$ cat src/rtl/mem_dcache.sv
// mem_dcache: direct-mapped, write-back, write-allocate data cache between the MEM stage and main memory.
// Define DCACHE_STATS_EN to add saturating hit_cnt / miss_cnt outputs.
module mem_dcache #(
    parameter int unsigned INDEX_BITS = 4
) (
    input  logic        clk,
    input  logic        rst,
    input  logic [15:0] addr,
    input  logic        re,
    input  logic        we,
    input  logic [15:0] wdata,
    output logic [15:0] rdata,
    output logic        stall,
    output logic        mem_req,
    output logic        mem_we,
    output logic [15:0] mem_addr,
    output logic [63:0] mem_wdata,
    input  logic [63:0] mem_rdata,
    input  logic        mem_rdy
`ifdef DCACHE_STATS_EN
    ,
    output logic [15:0] hit_cnt,
    output logic [15:0] miss_cnt
`endif
);

    localparam int unsigned LINES    = 1 << INDEX_BITS;
    localparam int unsigned TAG_BITS = 14 - INDEX_BITS;

    typedef enum logic [1:0] {
        IDLE = 2'd0,
        WB   = 2'd1,
        FILL = 2'd2
    } state_t;

    state_t state_q;
    state_t state_d;

    logic [63:0]           data_q [LINES];
    logic [TAG_BITS-1:0]   tag_q  [LINES];
    logic [LINES-1:0]      valid_q;
    logic [LINES-1:0]      dirty_q;

    logic [1:0]            offset;
    logic [INDEX_BITS-1:0] index;
    logic [TAG_BITS-1:0]   tag;
    logic [63:0]           line;
    logic                  access;
    logic                  hit;
    logic                  store_hit;
    logic                  wb_done;
    logic                  fill_done;

    assign offset    = addr[1:0];
    assign index     = addr[INDEX_BITS+1:2];
    assign tag       = addr[15:INDEX_BITS+2];
    assign line      = data_q[index];
    assign access    = re | we;
    assign hit       = (state_q == IDLE) && valid_q[index] && (tag_q[index] == tag);
    assign store_hit = hit & we;
    assign wb_done   = (state_q == WB) & mem_rdy;
    assign fill_done = (state_q == FILL) & mem_rdy;

    // Load data is only meaningful on an IDLE hit; drive zero otherwise.
    assign rdata = hit ? line[{offset, 4'b0000} +: 16] : 16'h0000;
    assign stall = (state_q != IDLE) | (access & ~hit);

    always_ff @(posedge clk) begin
        if (rst) begin
            state_q <= IDLE;
        end else begin
            state_q <= state_d;
        end
    end

    always_comb begin
        state_d = state_q;
        case (state_q)
            IDLE: begin
                if (access && !hit) begin
                    state_d = (valid_q[index] && dirty_q[index]) ? WB : FILL;
                end
            end
            WB: begin
                if (mem_rdy) begin
                    state_d = FILL;
                end
            end
            FILL: begin
                if (mem_rdy) begin
                    state_d = IDLE;
                end
            end
            default: state_d = IDLE;
        endcase
    end

    // Memory request is registered from the next state, so it is up in the first WB/FILL cycle.
    always_ff @(posedge clk) begin
        if (rst) begin
            mem_req   <= 1'b0;
            mem_we    <= 1'b0;
            mem_addr  <= 16'h0000;
            mem_wdata <= 64'h0;
        end else begin
            mem_req <= (state_d != IDLE);
            case (state_d)
                WB: begin
                    mem_we    <= 1'b1;
                    mem_addr  <= {tag_q[index], index, 2'b00};
                    mem_wdata <= line;
                end
                FILL: begin
                    mem_we   <= 1'b0;
                    mem_addr <= {tag, index, 2'b00};
                end
                default: mem_we <= 1'b0;
            endcase
        end
    end

    always_ff @(posedge clk) begin
        if (rst) begin
            valid_q <= '0;
            dirty_q <= '0;
        end else if (fill_done) begin
            valid_q[index] <= 1'b1;
            dirty_q[index] <= 1'b0;
        end else if (wb_done) begin
            dirty_q[index] <= 1'b0;
        end else if (store_hit) begin
            dirty_q[index] <= 1'b1;
        end
    end

    // Data and tags need no reset: valid bits gate every use.
    always_ff @(posedge clk) begin
        if (fill_done) begin
            data_q[index] <= mem_rdata;
            tag_q[index]  <= tag;
        end else if (store_hit) begin
            data_q[index][{offset, 4'b0000} +: 16] <= wdata;
        end
    end

`ifdef DCACHE_STATS_EN
    logic just_filled_q;

    // The completing hit right after a refill belongs to the miss, not to the hit count.
    always_ff @(posedge clk) begin
        if (rst) begin
            just_filled_q <= 1'b0;
            hit_cnt       <= 16'h0000;
            miss_cnt      <= 16'h0000;
        end else begin
            just_filled_q <= fill_done;
            if (access && hit && !just_filled_q && (hit_cnt != 16'hFFFF)) begin
                hit_cnt <= hit_cnt + 16'h0001;
            end
            if ((state_q == IDLE) && (state_d != IDLE) && (miss_cnt != 16'hFFFF)) begin
                miss_cnt <= miss_cnt + 16'h0001;
            end
        end
    end
`endif

endmodule

$ cat config.mk
export PLATFORM = sky130hd
export DESIGN_NAME = mem_dcache
export DESIGN_NICKNAME = d
export VERILOG_FILES = /design/src/rtl/mem_dcache.sv
export SDC_FILE = /design/constraint.sdc
export NUM_CORES = 1
export LEC_CHECK = 0
export BUFFER_PORTS_ARGS = -buffer_cell sky130_fd_sc_hd__buf_4
export CORE_ASPECT_RATIO = 0.7
export CORE_MARGIN = 5
export CORE_UTILIZATION = 25
export DETAILED_ROUTE_END_ITERATION = 7
export MAX_ROUTING_LAYER = met4
export PLACE_DENSITY_LB_ADDON = 0.05
export SYNTH_ARGS = -nofsm -noshare
export SYNTH_HDL_FRONTEND = slang
export SYNTH_SLANG_ARGS = --single-unit
$ cat constraint.sdc
create_clock -name clk -period 5.35 [get_ports clk]
set_clock_uncertainty 0.15 [all_clocks]
set_input_delay 1.07 -clock clk [delete_from_list [all_inputs] [get_ports clk]]
set_output_delay 1.07 -clock clk [all_outputs]
set_load 0.03 [all_outputs]
==> results by group, run 1 <==
Power and ir drop
  • Lkg Pwr: 21.2 nW
  • Tot Pwr: about 23 mW
  • Max VDD drop: around 0.18 mV
  • Power Density: 356 nW/um^2

Floorplanning
  • Initial Util: 25.2%
  • Die area: roughly 220000 um^2
  • Die Wd: 554 um
  • I/O pins: 200
  • Core Footprint: 206000 um^2
  • Num rows: between 100 and 150
  • Die height: just under 400 um

Synth
  • Mapped Cells: about 2600
  • Yosys cell types: 68
  • Post-synthesis compound-gate area fraction: under 10%
  • EDFF count, synth: about 1200
  • Main combinational cell family by area after synthesis: multiplexers
  • Register bit count reported by yosys: around 1300
  • Synth Flop Type: edfxtp_1
  • Average cell area after synthesis: between 15 and 20 um^2
  • Synthesized area: approximately 52000 um^2
  • Warnings from Yosys: 0
  • Mux cell area share after synthesis: 19.4%
  • Simple-Gate Fraction of Synth Area: under 10%
  • Post-synthesis adder-cell area fraction: less than 1%
  • Sequential area share after synthesis: between 70% and 80%
  • XOR/XNOR share of the synthesized area: less than 1%
  • Post-synth ARST share: 0%

Layout
  • Final nets: 3161
  • Final non-filler cell area: between 60000 and 70000 um^2
  • Area growth syn-to-layout: 24.1%
  • Final cell count without fillers: just under 6000
  • Share of layout cells above drive strength 1: 35.3%

CTS
  • Post-CTS setup repair buffer count: 0
  • Total CTS buffers: ~150
  • Clock insertion delay at the later pin of the skew report: just over 0.8 ns
  • Hold buffers post-CTS: 0
  • Cts repair resizes: 0
  • CTS Root Buffer Type: clkbuf_16
  • Clock Tree Buf Depth: 4
  • TritonCTS clock tree: built
  • Clk sinks: around 1300
  • Reg clk slew, reported paths: ~0.060 ns
  • H-tree lvl count: 4

Timing
  • Final worst slack: 0.139 ns
  • Slew Limit Headroom: 16.7%
  • Period utilization: 97.4%
  • F_max: around 190 MHz
  • Slew Limit Fails: 0
  • Final setup viols: 0
  • Least-Margin Pin Slew: 1.21 ns
  • Unrepaired setup endpoints after global routing: no
  • Period minus WS final: 5.21 ns
  • Final hold violation count: 0

Drt
  • Vias: 27500
  • Initial drt markers: between 2000 and 2500
  • WL per Instance: 31.2 um
  • WL final: around 180000 um
  • 1st-pass router iterations: 5
  • Vias per Instance: roughly 4.7
  • # DRC: 0
  • ANT nets after route: 0

Hold path
  • Worst hold path stage count: 2
  • Min-Delay Path Class: flip-flop to flip-flop

GRT
  • Vias in the first global route: ~29000
  • Antenna violations before repair: 22
  • Total grt overflow: 0
  • Gr usage total: between 15 and 20%
  • Global-route wire length before repair: roughly 250000 um
  • Pin count of the biggest net entering global routing: between 50 and 60

Placed design
  • Placed insts: 5647
  • DP Wirelength: between 100000 and 150000 um
  • Port bufs: a little under 200
  • Placer Congestion: ~0.76
  • Dpl cell area: 59600 um^2
  • Setup WS pre-CTS: -0.0547 ns

Worst setup path
  • Crit Path Category: input pin to output port
  • Crit path launch type: input pin
  • Worst reg-to-reg path cell count: 11
  • Required time of the critical path: between 4 and 5 ns
  • Max FO, Critical Path: 24
  • Crit path DAT: 3.99 ns
  • Worst setup EP type: output port

Flow run
  • Max-cap violation count: 0

Run status
  • Status: finished, final reports clean
==> worst max-delay path, cell delays in order <==
cell and delay [ns]:
buf_8 0.28, buf_12 0.26, buf_4 0.24, mux4_2 0.53, mux4_2 0.55, mux4_2 0.55
nor2b_1 0.17, buf_4 0.13, buf_4 0.16
==> cells in the mapped netlist, types with 7 or more instances <==
| cell type | number | area [um^2] |
|---|---|---|
| a22o_1 | 7 | 61.3 |
| mux2_2 | 9 | 101 |
| buf_4 | 15 | 113 |
| inv_1 | 71 | 267 |
| clkbuf_1 | 88 | 330 |
| nor4_1 | 9 | 56.3 |
| a21oi_1 | 73 | 365 |
| edfxtp_1 | 1184 | 35600 |
| o41ai_2 | 10 | 163 |
| a22oi_1 | 8 | 60.1 |
| a211oi_1 | 8 | 60.1 |
| mux4_2 | 363 | 8180 |
| nor3_1 | 7 | 35.0 |
| ha_1 | 9 | 113 |
| buf_2 | 16 | 80.1 |
| buf_1 | 36 | 135 |
| nor2_1 | 142 | 533 |
| mux2i_1 | 175 | 1750 |
| nand3_1 | 31 | 155 |
| nand2_1 | 98 | 368 |
| nand2b_1 | 9 | 56.3 |
| dfxtp_1 | 114 | 2280 |
| nor2b_1 | 30 | 188 |
| o21ai_0 | 10 | 50.1 |
==> registers in the layout, indices dropped and copies added, names as in the netlist, named ones only <==
name,cells
mem_wdata,64
state_q,2
valid_q,16
mem_addr,14
data_q,1024
mem_req,1
mem_we,1
tag_q,160
==> metrics by stage <==
stage          TNS (ns)  utilization (%)  hold WS [ns]
2_1_floorplan         0                -         0.271
3_3_place_gp          0             28.9         0.296
3_5_place_dp      -2.95             28.9         0.303
4_1_cts               0             31.2         0.317
5_1_grt               0             31.3         0.337
6_report              0             31.3         0.315
==> path summary, 6_finish.rpt <==
path / startpoint / end / slack [ns]
hold / removal: flip-flop / flip-flop / 0.32
hold reg to reg: flip-flop / flip-flop / 0.32
setup / recovery: addr[2] / rdata[8] / 0.14
setup reg to reg: tag_q[15][9]$_DFFE_PP_ / data_q[1][35]$_DFFE_PP_ / 1.31
==> final cells by class <==
| class | instances | area [um^2] |
|---|---|---|
| well taps | 2749 | 3440 |
| clock buffers | 179 | 3950 |
| diodes | 9 | 22.5 |
| clock inverters | 79 | 793 |
| repair buffers | 447 | 4680 |
| fillers | 19800 | 141000 |
| multi-input cells | 1080 | 13300 |
| inverters | 73 | 274 |
| flip-flops and latches | 1298 | 37800 |
==> power by group <==
| part | internal, mW | switching (mW) |
|---|---|---|
| clock | 5.98 | 4.17 |
| combinational | 0.597 | 0.997 |
| sequential | 11.1 | 0.0199 |
| total | 17.7 | 5.19 |
==> cell families after synthesis <==
| kind of cell | count (synthesis) |
|---|---|
| multiplexers | 549 |
| XOR/XNOR | 7 |
| flip-flops | 1298 |
| adder cells (fa/ha/maj) | 9 |
| other | 1 |
| AND/OR/NAND/NOR | 351 |
| buffers and inverters | 231 |
| AO/OA/AOI/OAI | 162 |
==> cells in the final DEF (no fill, tap or decap), types with 5 or more instances in the layout <==
master and count:
buf_4 339, a21oi_2 64, o21ai_0 10, diode_2 9, nor2b_1 30, o211ai_1 6, nor2_1 142, clkinv_1 32
clkbuf_1 25, a21oi_1 9, nor3_1 6, clkinv_2 20, nor4_1 9, nand3_1 31, o41ai_1 6, edfxtp_1 1184
ha_1 8, bufinv_16 15, a211oi_1 8, inv_1 71, a22oi_1 8, xnor2_1 5, nand4_4 5, nand2b_1 9
a22o_1 7, clkbuf_16 154, o41ai_2 10, mux4_2 363, mux2i_1 175, mux2_2 9, nand2_1 97, dfxtp_1 114
buf_12 105
==> per-layer routing <==
metal / vias to the layer above / global-route usage (%) / part of all wire, %
li1: 11500 / - / -
met1: 15000 / 23.7 / 46
met2: 730 / 26.5 / 46
met3: 249 / 3.00 / 4.9
met4: 0 / 4.92 / 2.9
met5: - / - / 0
No activity file was read; power rests on OpenSTA's default activity.
==> run 2: changes to the inputs <==
--- a/config.mk
+++ b/config.mk
@@ -5,6 +5,7 @@
 export SDC_FILE = /design/constraint.sdc
 export NUM_CORES = 1
 export LEC_CHECK = 0
+export ABC_AREA = 1
 export BUFFER_PORTS_ARGS = -buffer_cell sky130_fd_sc_hd__buf_4
 export CORE_ASPECT_RATIO = 0.7
 export CORE_MARGIN = 5
==> run 2 against run 1 <==
Design area down 3.5%. Register-to-register slack worse by 0.12 ns. Non-clock buffer count up 66. Critical endpoint is now rdata[10].
==> results by group, run 2 <==
Synth
  • Count leader, synth: edfxtp_1
  • Post-synth top area share: 71.2%
  • Ranking of synthesized cells by area: edfxtp_1, a22oi_1, nand2_1
  • Synthesized area: ~50000 um^2
  • EDFF count, synth: 1184
  • Average cell area after synthesis: about 14 um^2
  • Synth Flop Type: edfxtp_1
  • Register bit count reported by yosys: between 1000 and 1500
  • Top post-synthesis cells by count: edfxtp_1, nand2_1, a22oi_1
  • Yosys cell types: 30
  • Post-synth ARST share: 0%
  • Mapped Cells: 3650
  • Warnings from Yosys: 0
  • Post-synth top area cell: edfxtp_1
  • Sequential area share after synthesis: around three quarters

Timing
  • Period minus WS final: about 5.1 ns
  • F_max: 195 MHz
  • Final setup viols: 0
  • Unrepaired setup endpoints after global routing: no
  • Slew Limit Headroom: between 20% and 30%
  • Slew Limit Fails: 0
  • Final hold violation count: 0
  • Final worst slack: roughly 0.22 ns
  • Least-Margin Pin Slew: about 1.1 ns
  • Period utilization: 96.0%
  • Setup_tns: 0 ns

Placed design
  • DP Wirelength: 123000 um
  • Placer Congestion: roughly 0.83
  • Port bufs: roughly 200
  • Setup WS pre-CTS: -0.142 ns
  • Placed insts: between 6000 and 7000

Layout
  • Final cell count without fillers: 6817
  • Top Registers: data_q x1024, tag_q x160, mem_wdata x64
  • Share of layout cells above drive strength 1: between 10% and 20%
  • Most common cell after layout, fill and taps aside: edfxtp_1
  • Max FFs per register: a little over 1000
  • Final core occ: about 31%
  • Final nets: between 4000 and 5000
  • Highest-count cells in the layout ignoring fill and taps: edfxtp_1, nand2_1, a22oi_1, buf_4, a21oi_1
  • Area growth syn-to-layout: 24.4%
  • Most flops, register: data_q

Drt
  • ANT nets after route: 0
  • WL per Instance: 28.7 um
  • Initial drt markers: around 2500
  • Vias: roughly 33000
  • WL final: around 200000 um
  • Vias per Instance: slightly below 5
  • # DRC: 0
  • 1st-pass router iterations: 5

CTS
  • TritonCTS clock tree: built
  • Hold buffers post-CTS: 0
  • CTS Root Buffer Type: clkbuf_16
  • Total CTS buffers: ~140
  • Clock Tree Buf Depth: 3
  • H-tree lvl count: 4
  • Clock insertion delay at the later pin of the skew report: between 0.7 and 0.8 ns
  • Clk sinks: between 1000 and 1500
  • Reg clk slew, reported paths: ~0.060 ns

GRT
  • Gr usage total: 18.9%
  • Global-route wire length before repair: ~270000 um
  • Pin count of the biggest net entering global routing: about 80
  • Total grt overflow: 0
  • Vias in the first global route: approximately 32000
  • Antenna violations before repair: 6

Run status
  • Status: finished, final reports clean

Worst setup path
  • Crit path largest cell delay: 0.53 ns
  • Worst path cell trace: buf_4 > inv_2 > nor2_4 > buf_12 > buf_12 > buf_12 > a22oi_1 > a21oi_1 > nor4_2 > buf_4 > nand2_1 > nand3_1 > a21oi_1 > buf_4
  • Worst setup EP type: output port
  • Crit path launch type: input pin
  • Crit path DAT: ~4 ns
  • Buf/Inv on CP: 7
  • Max FO, Critical Path: 28
  • Crit Path Category: input pin to output port
  • Crit path max-delay family: buffers and inverters
  • Required time of the critical path: ~4.1 ns
  • Crit-path slowest cell: nor4_2

Floorplanning
  • Initial Util: around a quarter
  • Core Footprint: 199000 um^2
  • Die area: 209000 um^2
  • Die height: 384 um
  • Die Wd: approximately 540 um
  • Num rows: approximately 140
  • I/O pins: 200

Hold path
  • Min-Delay Path Class: flip-flop to flip-flop

Power and ir drop
  • Lkg Pwr: 20.7 nW
  • Max VDD drop: about 0.29 mV
  • Tot Pwr: around 23 mW
  • Power Density: around 360 nW/um^2

Flow run
  • Max-cap violation count: 0
-- run 2: changes by cell type after synthesis, moves of 34 or more --
cell / delta
a21oi_1: +367
clkbuf_1: +102
o21ai_0: +139
mux2i_1: -175
nor4_1: +55
mux4_2: -363
nor2_1: -34
a22oi_1: +512
nand3_1: +37
nand2_1: +513
-- run 2: path summary, 6_finish.rpt --
kind,startpoint,end,slack [ns],cells after the start
worst min register to register,flip-flop,flip-flop,0.31,2
worst max-delay path,addr[2],rdata[10],0.22,14
worst min-delay path,flip-flop,flip-flop,0.31,2
worst max register to register,tag_q[3][8]$_DFFE_PP_,data_q[11][22]$_DFFE_PP_,1.19,17
-- run 2: repair_timing --
item,in CTS,in global routing
buffers inserted,0,0
endpoints found under the setup margin,0,1
gates resized for setup,0,1
-- run 2: final cells by class --
type | count | area (um^2)
fill | 19900 | 137000
tap | 2641 | 3300
clock inverter | 67 | 672
antenna | 10 | 25.0
timing repair buffer | 513 | 5030
sequential | 1298 | 37800
inverter | 79 | 312
clock buffer | 187 | 3870
multi-input combinational | 2022 | 11000
-- run 2: worst reg2reg max path: cells and delay by family (launching register included) --
kind	cells	cell delay, ns
buf+inv	3	0.98
simple gates	12	1.59
compound gates	2	0.88
flops	1	0.38
-- run 2: report_power, final --
| part | internal (mW) | switching (mW) |
|---|---|---|
| Combinational | 0.481 | 1.14 |
| Sequential | 11.1 | 0.0204 |
| Clock | 5.48 | 4.27 |
-- run 2: through the flow --
| stage | hold slack, ns | cell area (um^2) |
|---|---|---|
| 2_1_floorplan | 0.284 | 49900 |
| 3_3_place_gp | 0.299 | 57500 |
| 3_5_place_dp | 0.304 | 57500 |
| 4_1_cts | 0.314 | 62100 |
| 5_1_grt | 0.318 | 62100 |
| 6_report | 0.315 | 62100 |
-- run 2: layer usage --
layer	share of wire [%]	vias to the layer above	GRT usage [%]	routed length (um)
met5	0	-	-	0
met2	44	689	27.5	86400
met1	49	17100	27.1	95600
li1	-	14800	-	-
met4	3.0	0	5.71	5850
met3	4.1	240	2.96	8030
-- run 2: cells by family after synthesis --
group                    count (synthesis)  share of synthesized area (%)
buffers and inverters                  331                           2.72
other                                    1                        0.00751
adder cells (fa/ha/maj)                  9                          0.226
AO/OA/AOI/OAI                         1142                           14.1
AND/OR/NAND/NOR                        869                           7.14
flip-flops                            1298                           75.8
